<file path="src/rtl/rv32i_types.sv">
// Shared types for the cache-line memory arbiter: line/address widths,
// arbiter state encoding and last-grant encoding.
package rv32i_types;

  localparam int LINE_W = 256;
  localparam int ADDR_W = 32;

  typedef enum logic [1:0] {
    IDLE    = 2'd0,
    SERVE_I = 2'd1,
    SERVE_D = 2'd2
  } arb_state_t;

  typedef enum logic {
    GRANT_I = 1'b0,
    GRANT_D = 1'b1
  } grant_t;

endpackage

</file>
<file path="src/rtl/cacheline_arbiter.sv">
// Arbitrates I-cache fills and D-cache fills/writebacks onto one memory port.
// Define CACHELINE_ARBITER_RR_EN for round-robin on contention (default: D-cache wins).
module cacheline_arbiter
  import rv32i_types::*;
(
  input  logic                clk,
  input  logic                rst,

  input  logic                icache_read,
  input  logic [ADDR_W-1:0]   icache_address,
  output logic [LINE_W-1:0]   icache_rdata,
  output logic                icache_resp,

  input  logic                dcache_read,
  input  logic                dcache_write,
  input  logic [ADDR_W-1:0]   dcache_address,
  input  logic [LINE_W-1:0]   dcache_wdata,
  output logic [LINE_W-1:0]   dcache_rdata,
  output logic                dcache_resp,

  output logic                mem_read,
  output logic                mem_write,
  output logic [ADDR_W-1:0]   mem_address,
  output logic [LINE_W-1:0]   mem_wdata,
  input  logic [LINE_W-1:0]   mem_rdata,
  input  logic                mem_resp
);

  arb_state_t state_q, state_d;
  logic       i_req;
  logic       d_req;
  logic       pick_d;

  assign i_req = icache_read;
  assign d_req = dcache_read | dcache_write;

  assign icache_rdata = mem_rdata;
  assign dcache_rdata = mem_rdata;

`ifdef CACHELINE_ARBITER_RR_EN
  grant_t last_grant_q, last_grant_d;

  // On contention, hand the port to whichever side did not get it last.
  assign pick_d = (last_grant_q == GRANT_I);

  always_ff @(posedge clk) begin
    if (!rst) begin
      last_grant_q <= GRANT_I;
    end else begin
      last_grant_q <= last_grant_d;
    end
  end
`else
  assign pick_d = 1'b1;
`endif

  always_ff @(posedge clk) begin
    if (!rst) begin
      state_q <= IDLE;
    end else begin
      state_q <= state_d;
    end
  end

  always_comb begin
    state_d     = state_q;
    mem_read    = 1'b0;
    mem_write   = 1'b0;
    mem_address = '0;
    mem_wdata   = '0;
    icache_resp = 1'b0;
    dcache_resp = 1'b0;
`ifdef CACHELINE_ARBITER_RR_EN
    last_grant_d = last_grant_q;
`endif

    case (state_q)
      IDLE: begin
        if (i_req && d_req) begin
          state_d = pick_d ? SERVE_D : SERVE_I;
        end else if (d_req) begin
          state_d = SERVE_D;
        end else if (i_req) begin
          state_d = SERVE_I;
        end
`ifdef CACHELINE_ARBITER_RR_EN
        if (state_d == SERVE_D) begin
          last_grant_d = GRANT_D;
        end else if (state_d == SERVE_I) begin
          last_grant_d = GRANT_I;
        end
`endif
      end

      SERVE_I: begin
        mem_read    = 1'b1;
        mem_address = icache_address;
        icache_resp = mem_resp;
        // Always pass through IDLE so a requester dropping after resp is not re-served.
        if (mem_resp) begin
          state_d = IDLE;
        end
      end

      SERVE_D: begin
        mem_read    = dcache_read & ~dcache_write;
        mem_write   = dcache_write;
        mem_address = dcache_address;
        mem_wdata   = dcache_wdata;
        dcache_resp = mem_resp;
        if (mem_resp) begin
          state_d = IDLE;
        end
      end

      default: begin
        state_d = IDLE;
      end
    endcase
  end

endmodule
</file>
<file path="config.mk">
export PLATFORM = sky130hd
export DESIGN_NAME = cacheline_arbiter
export DESIGN_NICKNAME = d
export VERILOG_FILES = /design/src/rtl/rv32i_types.sv /design/src/rtl/cacheline_arbiter.sv
export SDC_FILE = /design/constraint.sdc
export NUM_CORES = 1
export LEC_CHECK = 0
export CAP_MARGIN = 20
export CORE_AREA = 8 8 535 537
export DETAILED_ROUTE_END_ITERATION = 12
export DIE_AREA = 0 0 543 545
export HOLD_SLACK_MARGIN = 0.02
export SLEW_MARGIN = 10
export SYNTH_ARGS = -nofsm -noshare
export SYNTH_HDL_FRONTEND = slang
export SYNTH_SLANG_ARGS = --single-unit
</file>
<file path="constraint.sdc">
create_clock -name clk -period 1.7 [get_ports clk]
set_clock_uncertainty 0.1 [all_clocks]
set_input_delay 0.425 -clock clk [delete_from_list [all_inputs] [get_ports clk]]
set_output_delay 0.425 -clock clk [all_outputs]
set_load 0.005 [all_outputs]
</file>
==> load_flow_metrics.sql <==
INSERT INTO impl_metrics (metric_group, metric, value, unit) VALUES
('cts', 'number_of_buffers_created_by_cts', '3', ''),
('drt', 'drt.antenna.violating_nets', '0', ''),
('placed_design', 'detailed_place.area', '15500', 'um2'),
('drt', 'dr_drc_count', '0', ''),
('sta', 'grt_setup_unrepaired', 'true', ''),
('cts', 'clock_latency', '220', 'ps'),
('floorplanning', 'start_util', '2.258', '%'),
('finish', 'regMostFlops', 'state_q', ''),
('sta', 'timing.final.setup_violations', '294', ''),
('finish', 'fraction_of_final_layout_cells_with_drive_strength_greater_than_1', '60.18', '%'),
('yosys', 'synth.top_cell.area_share', '61.26', '%'),
('finish', 'largest_register_ffs', '2', ''),
('drt', 'drt_iter0_drc', '290', ''),
('sta', 'worst_slew_margin_rel', '78.05', '%'),
('power_and_ir_drop', 'static-leakage-power', '5.841', 'nW'),
('drt', 'post_drt_wl_per_cell', '44.59', 'um'),
('floorplanning', 'die-width', '543', 'um'),
('finish', 'postLayoutCoreUtil', '6.297', '%'),
('drt', 'drt-pass1-iter-count', '4', ''),
('sta', 'worstMarginPinSlew', '329.2', 'ps'),
('finish', 'layout.cells.most_common', 'clkdlybuf4s50_1', ''),
('global_routing', 'groute.usage.overall', '13.50', '%'),
('finish', 'finalNetCount', '1673', ''),
('outcome', 'outcome', 'complete, but fails checks', ''),
('sta', 'timing.final.hold_violations', '0', ''),
('global_routing', 'antenna_found_initial', '156', ''),
('critical_path', 'cp_data_arrival_time', '1770', 'ps'),
('cts', 'ctsLongestPathBuffers', '2', ''),
('sta', 'worst_slack', '-592.8', 'ps'),
('finish', 'areaGrowthSynthToFinish', '178.9', '%'),
('floorplanning', 'die_area', '295900', 'um2'),
('yosys', 'synthesis.nets', '1480', ''),
('critical_path', 'critical_path_class', 'reg2out', ''),
('floorplanning', 'core_box_area', '277900', 'um2'),
('floorplanning', 'die_y', '545', 'um'),
('cts', 'cts.sinks', '2', ''),
('yosys', 'mean_area_per_synthesized_cell', '7.019', 'um2'),
('cts', 'tritoncts', 'yes', ''),
('cts', 'clock_pin_slew_on_the_worst_setup_and_hold_paths', '30', 'ps'),
('yosys', 'netlist_area', '6275', 'um2'),
('global_routing', 'grt_start_max_net_pins', '53', ''),
('global_routing', 'globalRouteOverflowTotal', '0', ''),
('outcome', 'failed_checks', 'negative setup slack', ''),
('yosys', 'synth_cell_types', '19', ''),
('yosys', 'synth_sequential_area_ratio', '0.6381', '%'),
('finish', 'fillerInstances', '32581', ''),
('placed_design', 'portBuffers', '617', ''),
('critical_path', 'crit_path_start_kind', 'register', ''),
('floorplanning', 'design.portCount', '1386', ''),
('finish', 'registers_with_the_highest_flip_flop_counts', 'state_q: 2 flops', ''),
('sta', 'achievable-frequency', '0.4362', 'GHz'),
('global_routing', 'grt_pass1_vias', '6963', ''),
('drt', 'num_vias', '7462', ''),
('cts', 'cts_root_buffer', 'clkbuf_16', ''),
('global_routing', 'grt_first_pass_wirelength', '227200', 'um'),
('power_and_ir_drop', 'p_per_area', '575.3', 'nW/um2'),
('critical_path', 'worstSetupEndpointType', 'output port', ''),
('critical_path', 'cp.required', '1170', 'ps'),
('sta', 'period_share', '134.9', '%'),
('floorplanning', 'rows', '194', ''),
('drt', 'routed_wirelength', '216000', 'um'),
('yosys', 'cell_type_with_the_highest_aggregate_area_in_the_netlist', 'buf_4', ''),
('yosys', 'post_synth_inst_count', '894', ''),
('sta', 'report.final.slew_viol_count', '0', ''),
('yosys', 'ys_ff_latch', '2', ''),
('sta', 'final_critical_path_time_including_i_o_delays_and_setup', '2293', 'ps'),
('critical_path', 'critPathMaxFanout', '4', ''),
('placed_design', 'finalWeightedCongestion', '0.8322', ''),
('worst_hold_path', 'hold_path.class', 'reg2reg', ''),
('cts', 'cts.htree.levels', '1', ''),
('yosys', 'ys.warnings.count', '0', ''),
('placed_design', 'dp_hpwl', '205100', 'um'),
('finish', 'final_area', '17500', 'um2'),
('power_and_ir_drop', 'vdd.ir_drop.worst', '431.1', 'uV'),
('finish', 'most-common-layout-cells', 'clkdlybuf4s50_1, and2_4, buf_12', ''),
('run', 'cap_violations', '0', ''),
('drt', 'detail_route.vias_per_cell', '1.541', ''),
('yosys', 'synthTopCellsByArea', 'buf_4, and2_1, a22oi_1', '');
## area by class of cell
type                    instances  area (um2)  share of cell area (%)
inverters                       3       18.77                  0.1072
clock buffers                   3       75.07                  0.4290
well taps                    3724        4659                   26.62
diodes                         34       85.08                  0.4862
flip-flops and latches          2       47.55                  0.2717
repair buffers                738        9618                   54.96
multi-input cells             339        2997                   17.12
## worst paths after layout
| kind | depth (start not counted) | startpoint | to | slack, ps |
|---|---|---|---|---|
| hold reg to reg | 3 | state_q[1] | state_q[1] | 510 |
| hold / removal | 3 | state_q[1] | state_q[1] | 510 |
| setup reg to reg | 8 | state_q[0] | state_q[0] | -190 |
| setup / recovery | 8 | state_q[1] | mem_wdata[197] | -590 |
## logic make-up (layout without fill, tap and decap cells)
logic type	after synthesis	count (layout)	share of synthesized area, %
buffers and inverters	553	744	64.67
and+or+nand+nor	298	298	29.57
AOI/OAI and AO/OA	37	37	4.327
adders and majority gates	4	4	0.7976
DFF	2	2	0.6381
other	0	34	0
## layer usage
| metal | part of all wire, % | routed length (um) | GRT usage, % |
|---|---|---|---|
| met5 | 0.18 | 390 | 0 |
| met4 | 3.0 | 6488 | 3.235 |
| met3 | 34 | 73840 | 21.94 |
| met2 | 45 | 97670 | 21.94 |
| met1 | 17 | 37570 | 6.749 |
## cell usage after synthesis
library cell / number
buf_4: 512
and2_1: 259
a22oi_1: 32
nor2b_1: 32
clkbuf_2: 20
buf_2: 10
clkbuf_1: 5
ha_1: 4
buf_6: 3
inv_1: 3
nand2_1: 3
a21oi_1: 2
dfxtp_1: 2
nor2_1: 2
and2b_1: 1
and3b_1: 1
o21a_1: 1
o21ai_0: 1
o32ai_1: 1
## where the power goes
group	internal, mW	switching, mW	leakage, nW
sequential	0.0579	0.00939	0.0178
combinational	5.65	4.00	5.79
clock	0.299	0.0528	0.0372
## critical path, stage by stage, from the launching register on
cell	delay [ps]
dfxtp_4	340
buf_6	110
ha_4	190
buf_12	160
clkbuf_16	180
buf_8	140
buf_4	130
and2_1	120
clkbuf_2	120
## metrics by stage
stage	setup TNS (ps)	hold slack (ps)	std cells	power (mW)	worst slack [ps]
after floorplan	0	370.8	894	2.397	51.43
after global placement	-140510	402.6	4752	7.626	-1162
after detailed placement	-146170	408.3	4752	7.617	-1162
after CTS	-174830	503.9	4765	8.293	-776.9
after global routing	-159120	541.0	4812	10.57	-649.9
final	-140990	514.7	4843	10.07	-592.8
## repair_timing
action / 4_1_cts / 5_1_grt
hold buffers: 0 / 0
endpoints found under the setup margin: 293 / 293
cloned: 4 / 16
setup buffers: 6 / 34
pin swaps: 1 / 18
resized for setup: 197 / 586
Note: power is estimated with default switching activity, not from simulation.
